### config.mk
export PLATFORM = sky130hd
export DESIGN_NAME = regfile_write_arbiter_flat
export DESIGN_NICKNAME = d
export VERILOG_FILES = /design/src/rtl/regfile_write_arbiter_if.sv /design/src/rtl/regfile_write_arbiter.sv /design/src/flat_wrapper.sv
export SDC_FILE = /design/constraint.sdc
export NUM_CORES = 1
export LEC_CHECK = 0
export CORE_MARGIN = 4
export CORE_UTILIZATION = 37
export DETAILED_ROUTE_END_ITERATION = 10
export PLACE_DENSITY = 0.87
export SLEW_MARGIN = 10
export SYNTH_ARGS = -nofsm -noshare
export SYNTH_HDL_FRONTEND = slang
export SYNTH_SLANG_ARGS = --single-unit
export TNS_END_PERCENT = 5
### constraint.sdc
create_clock -name clk -period 3 [get_ports clk]
set_clock_uncertainty 0.15 [all_clocks]
set_input_delay 0.45 -clock clk [delete_from_list [all_inputs] [get_ports clk]]
set_output_delay 0.45 -clock clk [all_outputs]
set_load 0.005 [all_outputs]
### src/rtl/regfile_write_arbiter_if.sv
// Write-port bus between the writeback requesters and the register bank.
// The master side drives requests and the bank stall. The slave side (the
// arbiter) returns the one-hot grant and the registered write command.
interface regfile_write_arbiter_if #(
    parameter int NREQ   = 4,
    parameter int ADDR_W = 5,
    parameter int DATA_W = 32
);
    logic [NREQ-1:0]          req_valid;
    logic [NREQ*ADDR_W-1:0]   req_addr;
    logic [NREQ*DATA_W-1:0]   req_data;
    logic                     stall;
    logic [NREQ-1:0]          req_ready;
    logic [(1<<ADDR_W)-1:0]   wr_en;
    logic [ADDR_W-1:0]        wr_addr;
    logic [DATA_W-1:0]        wr_data;
    logic [1:0]               grant_id;
    logic                     busy;

    modport master (
        output req_valid, req_addr, req_data, stall,
        input  req_ready, wr_en, wr_addr, wr_data, grant_id, busy
    );

    modport slave (
        input  req_valid, req_addr, req_data, stall,
        output req_ready, wr_en, wr_addr, wr_data, grant_id, busy
    );
endinterface

### src/rtl/regfile_write_arbiter.sv
// Round-robin arbiter for the single register-file write port.
// Four requesters compete each cycle. The winner's address is decoded into a
// registered one-hot write enable that drives the register bank directly.
// Writes to register 0 are swallowed: the grant is consumed, but no enable fires.
// Optional macro WB_BYPASS_EN adds a read-side forwarding compare against
// the write that is landing in the bank this cycle.
module regfile_write_arbiter #(
    parameter int NREQ   = 4,
    parameter int ADDR_W = 5,
    parameter int DATA_W = 32
) (
    input  logic                    clk,
    input  logic                    reset_n,
    regfile_write_arbiter_if.slave  bus
`ifdef WB_BYPASS_EN
    ,
    input  logic [ADDR_W-1:0]       byp_raddr,
    output logic                    byp_hit,
    output logic [DATA_W-1:0]       byp_data
`endif
);

    localparam int NREG = 1 << ADDR_W;

    logic [1:0]         ptr;
    logic [1:0]         winner;
    logic [1:0]         idx;
    logic               found;
    logic [NREQ-1:0]    grant;
    logic               transfer;
    logic [ADDR_W-1:0]  win_addr;
    logic [DATA_W-1:0]  win_data;
    logic [NREG-1:0]    en_next;

    logic [NREG-1:0]    wr_en_q;
    logic [ADDR_W-1:0]  wr_addr_q;
    logic [DATA_W-1:0]  wr_data_q;
    logic [1:0]         grant_id_q;
    logic               busy_q;

    // Scan requesters starting at the pointer and take the first valid one.
    always_comb begin
        found  = 1'b0;
        winner = ptr;
        idx    = ptr;
        for (int k = 0; k < NREQ; k++) begin
            idx = ptr + 2'(k);
            if (!found && bus.req_valid[idx]) begin
                found  = 1'b1;
                winner = idx;
            end
        end
    end

    // Decode the winner into a one-hot grant, suppressed by stall or reset.
    always_comb begin
        grant = '0;
        if (found && !bus.stall && reset_n) begin
            case (winner)
                2'd0:    grant = 4'b0001;
                2'd1:    grant = 4'b0010;
                2'd2:    grant = 4'b0100;
                default: grant = 4'b1000;
            endcase
        end
    end

    assign transfer      = |grant;
    assign bus.req_ready = grant;

    // Steer the winner's address and data toward the output registers.
    always_comb begin
        win_addr = bus.req_addr[ADDR_W-1:0];
        win_data = bus.req_data[DATA_W-1:0];
        case (winner)
            2'd0: begin
                win_addr = bus.req_addr[0*ADDR_W +: ADDR_W];
                win_data = bus.req_data[0*DATA_W +: DATA_W];
            end
            2'd1: begin
                win_addr = bus.req_addr[1*ADDR_W +: ADDR_W];
                win_data = bus.req_data[1*DATA_W +: DATA_W];
            end
            2'd2: begin
                win_addr = bus.req_addr[2*ADDR_W +: ADDR_W];
                win_data = bus.req_data[2*DATA_W +: DATA_W];
            end
            default: begin
                win_addr = bus.req_addr[3*ADDR_W +: ADDR_W];
                win_data = bus.req_data[3*DATA_W +: DATA_W];
            end
        endcase
    end

    // Decode the winning address to a one-hot enable, leaving register 0 unwritable.
    always_comb begin
        en_next = '0;
        if (win_addr != '0) begin
            en_next[win_addr] = 1'b1;
        end
    end

    // Register the write command and advance the pointer past each winner.
    always_ff @(posedge clk or negedge reset_n) begin
        if (!reset_n) begin
            ptr        <= 2'd0;
            wr_en_q    <= '0;
            wr_addr_q  <= '0;
            wr_data_q  <= '0;
            grant_id_q <= 2'd0;
            busy_q     <= 1'b0;
        end else if (transfer) begin
            ptr        <= winner + 2'd1;
            wr_en_q    <= en_next;
            wr_addr_q  <= win_addr;
            wr_data_q  <= win_data;
            grant_id_q <= winner;
            busy_q     <= |en_next;
        end else begin
            wr_en_q    <= '0;
            busy_q     <= 1'b0;
        end
    end

    assign bus.wr_en    = wr_en_q;
    assign bus.wr_addr  = wr_addr_q;
    assign bus.wr_data  = wr_data_q;
    assign bus.grant_id = grant_id_q;
    assign bus.busy     = busy_q;

`ifdef WB_BYPASS_EN
    assign byp_hit  = busy_q && (byp_raddr == wr_addr_q) && (byp_raddr != '0);
    assign byp_data = byp_hit ? wr_data_q : '0;
`endif

endmodule

### src/flat_wrapper.sv
// flat-port wrapper written by rule: the top's interface ports become plain ports
module regfile_write_arbiter_flat 
#(
    parameter int NREQ   = 4,
    parameter int ADDR_W = 5,
    parameter int DATA_W = 32
)
  (clk, reset_n, bus_req_valid, bus_req_addr, bus_req_data, bus_stall, bus_req_ready, bus_wr_en, bus_wr_addr, bus_wr_data, bus_grant_id, bus_busy);
  regfile_write_arbiter_if #(.NREQ(NREQ), .ADDR_W(ADDR_W), .DATA_W(DATA_W)) bus_i ();
  input  logic clk;
  input  logic reset_n;
  input wire logic [$bits(bus_i.req_valid)-1:0] bus_req_valid;
  input wire logic [$bits(bus_i.req_addr)-1:0] bus_req_addr;
  input wire logic [$bits(bus_i.req_data)-1:0] bus_req_data;
  input wire logic [$bits(bus_i.stall)-1:0] bus_stall;
  output wire logic [$bits(bus_i.req_ready)-1:0] bus_req_ready;
  output wire logic [$bits(bus_i.wr_en)-1:0] bus_wr_en;
  output wire logic [$bits(bus_i.wr_addr)-1:0] bus_wr_addr;
  output wire logic [$bits(bus_i.wr_data)-1:0] bus_wr_data;
  output wire logic [$bits(bus_i.grant_id)-1:0] bus_grant_id;
  output wire logic [$bits(bus_i.busy)-1:0] bus_busy;
  assign bus_i.req_valid = bus_req_valid;
  assign bus_i.req_addr = bus_req_addr;
  assign bus_i.req_data = bus_req_data;
  assign bus_i.stall = bus_stall;
  assign bus_req_ready = bus_i.req_ready;
  assign bus_wr_en = bus_i.wr_en;
  assign bus_wr_addr = bus_i.wr_addr;
  assign bus_wr_data = bus_i.wr_data;
  assign bus_grant_id = bus_i.grant_id;
  assign bus_busy = bus_i.busy;
  regfile_write_arbiter #(.NREQ(NREQ), .ADDR_W(ADDR_W), .DATA_W(DATA_W)) u_core (.clk(clk), .reset_n(reset_n), .bus(bus_i));
endmodule
==> results.toml <==
[detailed_routing]
wirelength_um = 13060
dr.first_iter.drc_count = 343
wl_per_cell_um = 18.09
first_pass_iters = 5
drc = 0
ant_nets = 0
vias = 3830
via_per_inst = 5.305

[global_routing]
grt-ovfl-total = 0
track_usage = 0.2212
grt_antenna_before_repair = 0
grt_pass1_wl_um = 19840
grt_pass1_vias = 4009
grt_max_degree = 75

[timing]
setup_tns_ns = 0
finalCriticalPeriod_ns = 2.931
max_slew_margin = 0.4038
setup_viol = 0
timing.fmax_mhz = 341.1
tightest_slew_ns = 0.8943
hold_viol_final = 0
rsz0062_at_grt = "yes"
finalCritPeriodShare = 0.9771
finalMaxSlewViolations = 0

[clock_tree]
cts.path.max_buffers = 2
cts_made_buffers = 9
clk_pin_slew_worst_paths_ns = 0.08
clock-sinks = 74
htreeDepth = 3
clock-root-buffer = "clkbuf_8"
clk_latency_ns = 0.34
tritoncts = "yes"

[critical_path]
worst-path-buf-inv = 4
critPathRequiredTime_ns = 3.07
crit_type = "in2reg"
critical_path_arrival_ns = 3.00
end_kind = "register"
crit_chain = "clkdlybuf4s50_1 > or3_1 > nand4b_1 > nand2_2 > inv_2 > ha_2 > nor4_2 > nor4b_4 > buf_4 > buf_12 > mux2_2"
crit_family = "simple AND/OR/NAND/NOR gates"
start_kind = "input pin"
r2r_setup_slack_ns = 0.20
path_max_fanout = 28
cp_slowest_cell = "clkdlybuf4s50_1"
max_stage_delay_ns = 0.47

[layout]
n_fill_cell = 717
regArea_um2 = 1852
area_growth_syn_to_layout_pct = 78.30
diodes = 0
drive_gt1_frac = 0.1783
layout.nets = 743
multiInputGateArea_um2 = 1740
fin_cells = 722

[yosys]
postSynth.asyncResetShare = 1.000
synth_cells = 342
synth_edf_count = 0
synth_area_um2 = 3661
synth_warnings = 0
synth.ff_latch_count = 74
synth_fp_nets = 501
synth_cell_types = 43
postSynthAreaPerCell_um2 = 10.70
ys_seq_area_frac = 0.5058
synth_ff_type = "dfrtp_1"

[placement]
gp_congestion = 0.8918
placed_cells_incl_taps = 704
place.port_buffers = 230
hpwl_um = 10570

[pwr]
ir_drop_mv = 0.3871
power_per_cell_area_nw_per_um2 = 769.1
internal_power_mw = 3.184
power_frac_comb = 0.559
p_sw_frac = 0.3659
clkPwrFrac = 0.155
leakage_nw = 2.698
p_sw_mw = 1.837
seqPwrFrac = 0.287

[status]
status = "complete, no violations"

[die]
core-area_um2 = 9684
die_w_um = 107.5
dieArea_um2 = 11550
initial_core_util = 0.3780
rows = 36
dieHeight_um = 107.5
io_pins = 231

[run]
max_cap_violations = 0

[min_path]
hold_path.class = "in2async"
[layer usage]
layer  share of wire  global-route usage  wire length (µm)
met1            0.34              0.2391              4455
met2            0.55              0.4133              7210
met3           0.086             0.05519              1129
met4           0.020             0.08296               262
met5               0                   0                 0
[repair_timing]
| action | CTS | global route |
|---|---|---|
| hold endpoints to repair | 0 | 0 |
| hold buffers | 0 | 0 |
| resized for setup | 11 | 12 |
| setup buffers | 0 | 2 |
| pin swaps | 1 | 3 |
| setup endpoints to repair | 60 | 74 |
[final cells by class]
cell class              count  share of cell area
clock inverters             6            0.009967
well taps                 133             0.02549
inverters                   6            0.003450
clock buffers              10             0.02108
multi-input cells         234              0.2666
repair buffers            259              0.3897
flip-flops and latches     74              0.2837
[state kept, by name, indices dropped and copies added (netlist names)]
name	count
u_core.bus.busy	1
u_core.bus.wr_en	32
u_core.bus.grant_id	2
u_core.bus.wr_addr	5
u_core.ptr	2
u_core.bus.wr_data	32
[metrics by stage]
stage | setup WS [ns] | area [µm²] | util | hold slack, ns | total power, mW
floorplan | 0.1781 | 3661 | - | 0.004409 | 2.818
global placement | -0.3031 | 6225 | 0.6428 | 0.3305 | 4.041
detailed placement | -0.4540 | 6225 | 0.6428 | 0.3447 | 4.143
CTS | -0.1317 | 6459 | 0.6669 | 0.2431 | 4.971
global route | -0.09497 | 6528 | 0.6740 | 0.2821 | 5.338
finish | 0.06861 | 6528 | 0.6740 | 0.2200 | 5.020
[cells by family (layout without fill, tap and decap cells)]
logic type	Yosys count	in the layout	synth area share
fa+ha+maj	4	4	0.01367
buf+inv	34	281	0.04238
compound gates	89	89	0.1811
other cells	1	1	0.001024
mux	40	40	0.1227
flops	74	74	0.5058
simple gates	100	100	0.1333
[power by group through the flow]
stage               logic, mW  registers, mW  clock network (mW)
global placement         2.60           1.44                   0
CTS                      2.74           1.44               0.793
finish                   2.80           1.44               0.778
floorplan                1.37           1.45                   0
global route             3.03           1.47               0.836
detailed placement       2.69           1.45                   0
[cells in the mapped netlist (all sizes together) (2+ instances only)]
cell type | number | area, µm²
nor3 | 9 | 45.04
and2 | 4 | 25.02
nor2b | 3 | 18.77
inv | 6 | 22.52
a222oi | 34 | 340.3
nand2b | 5 | 31.28
o21ai | 34 | 170.2
o211ai | 2 | 20.02
a21oi | 7 | 35.03
mux2 | 39 | 439.2
a22oi | 3 | 22.52
dfrtp | 74 | 1852
clkbuf | 15 | 56.30
nand4 | 2 | 12.51
nand3 | 3 | 20.02
buf | 13 | 76.32
nor2 | 28 | 105.1
nand2 | 37 | 138.9
a2bb2oi | 2 | 17.52
a22o | 2 | 17.52
ha | 4 | 50.05
nor4 | 2 | 25.02
[worst register-to-register path, stage by stage, from the launching register on]
cell      delay (ns)
dfrtp_1         0.44
or3_1           0.40
nand4b_1        0.12
nand2_2         0.12
inv_2           0.12
ha_2            0.21
nor4_2          0.07
nor4b_4         0.33
buf_4           0.18
buf_12          0.18
mux2_2          0.37
[layout by cell type, fill, tap and decap left out, types with 3 or more instances in the layout]
cell / instances
mux2_2: 37
o21ai_0: 34
a222oi_1: 34
and2_1: 4
dfrtp_1: 74
nand2_1: 35
inv_1: 4
clkdlybuf4s50_1: 224
nand2b_1: 5
a21oi_1: 6
dlygate4sd2_1: 3
nor2b_1: 3
clkbuf_8: 10
buf_4: 28
nor2_1: 28
a22oi_1: 3
nor3_2: 4
nor3_1: 5
[path summary, 6_finish.rpt]
| kind | startpoint | end | cells after the start |
|---|---|---|---|
| setup / recovery | bus_req_valid[3] | u_core.bus.wr_data[0] | 11 |
| hold / removal | reset_n | u_core.bus.wr_addr[1] | 2 |
| setup reg to reg | u_core.ptr[1] | u_core.bus.wr_data[0] | 10 |
| hold reg to reg | u_core.bus.wr_data[22] | u_core.bus.wr_data[22] | 1 |
| max in group asynchronous | reset_n | u_core.bus.wr_data[22] | 2 |
| min in group clk | u_core.bus.wr_data[22] | u_core.bus.wr_data[22] | 1 |
Power figures use the tool's default switching activity.
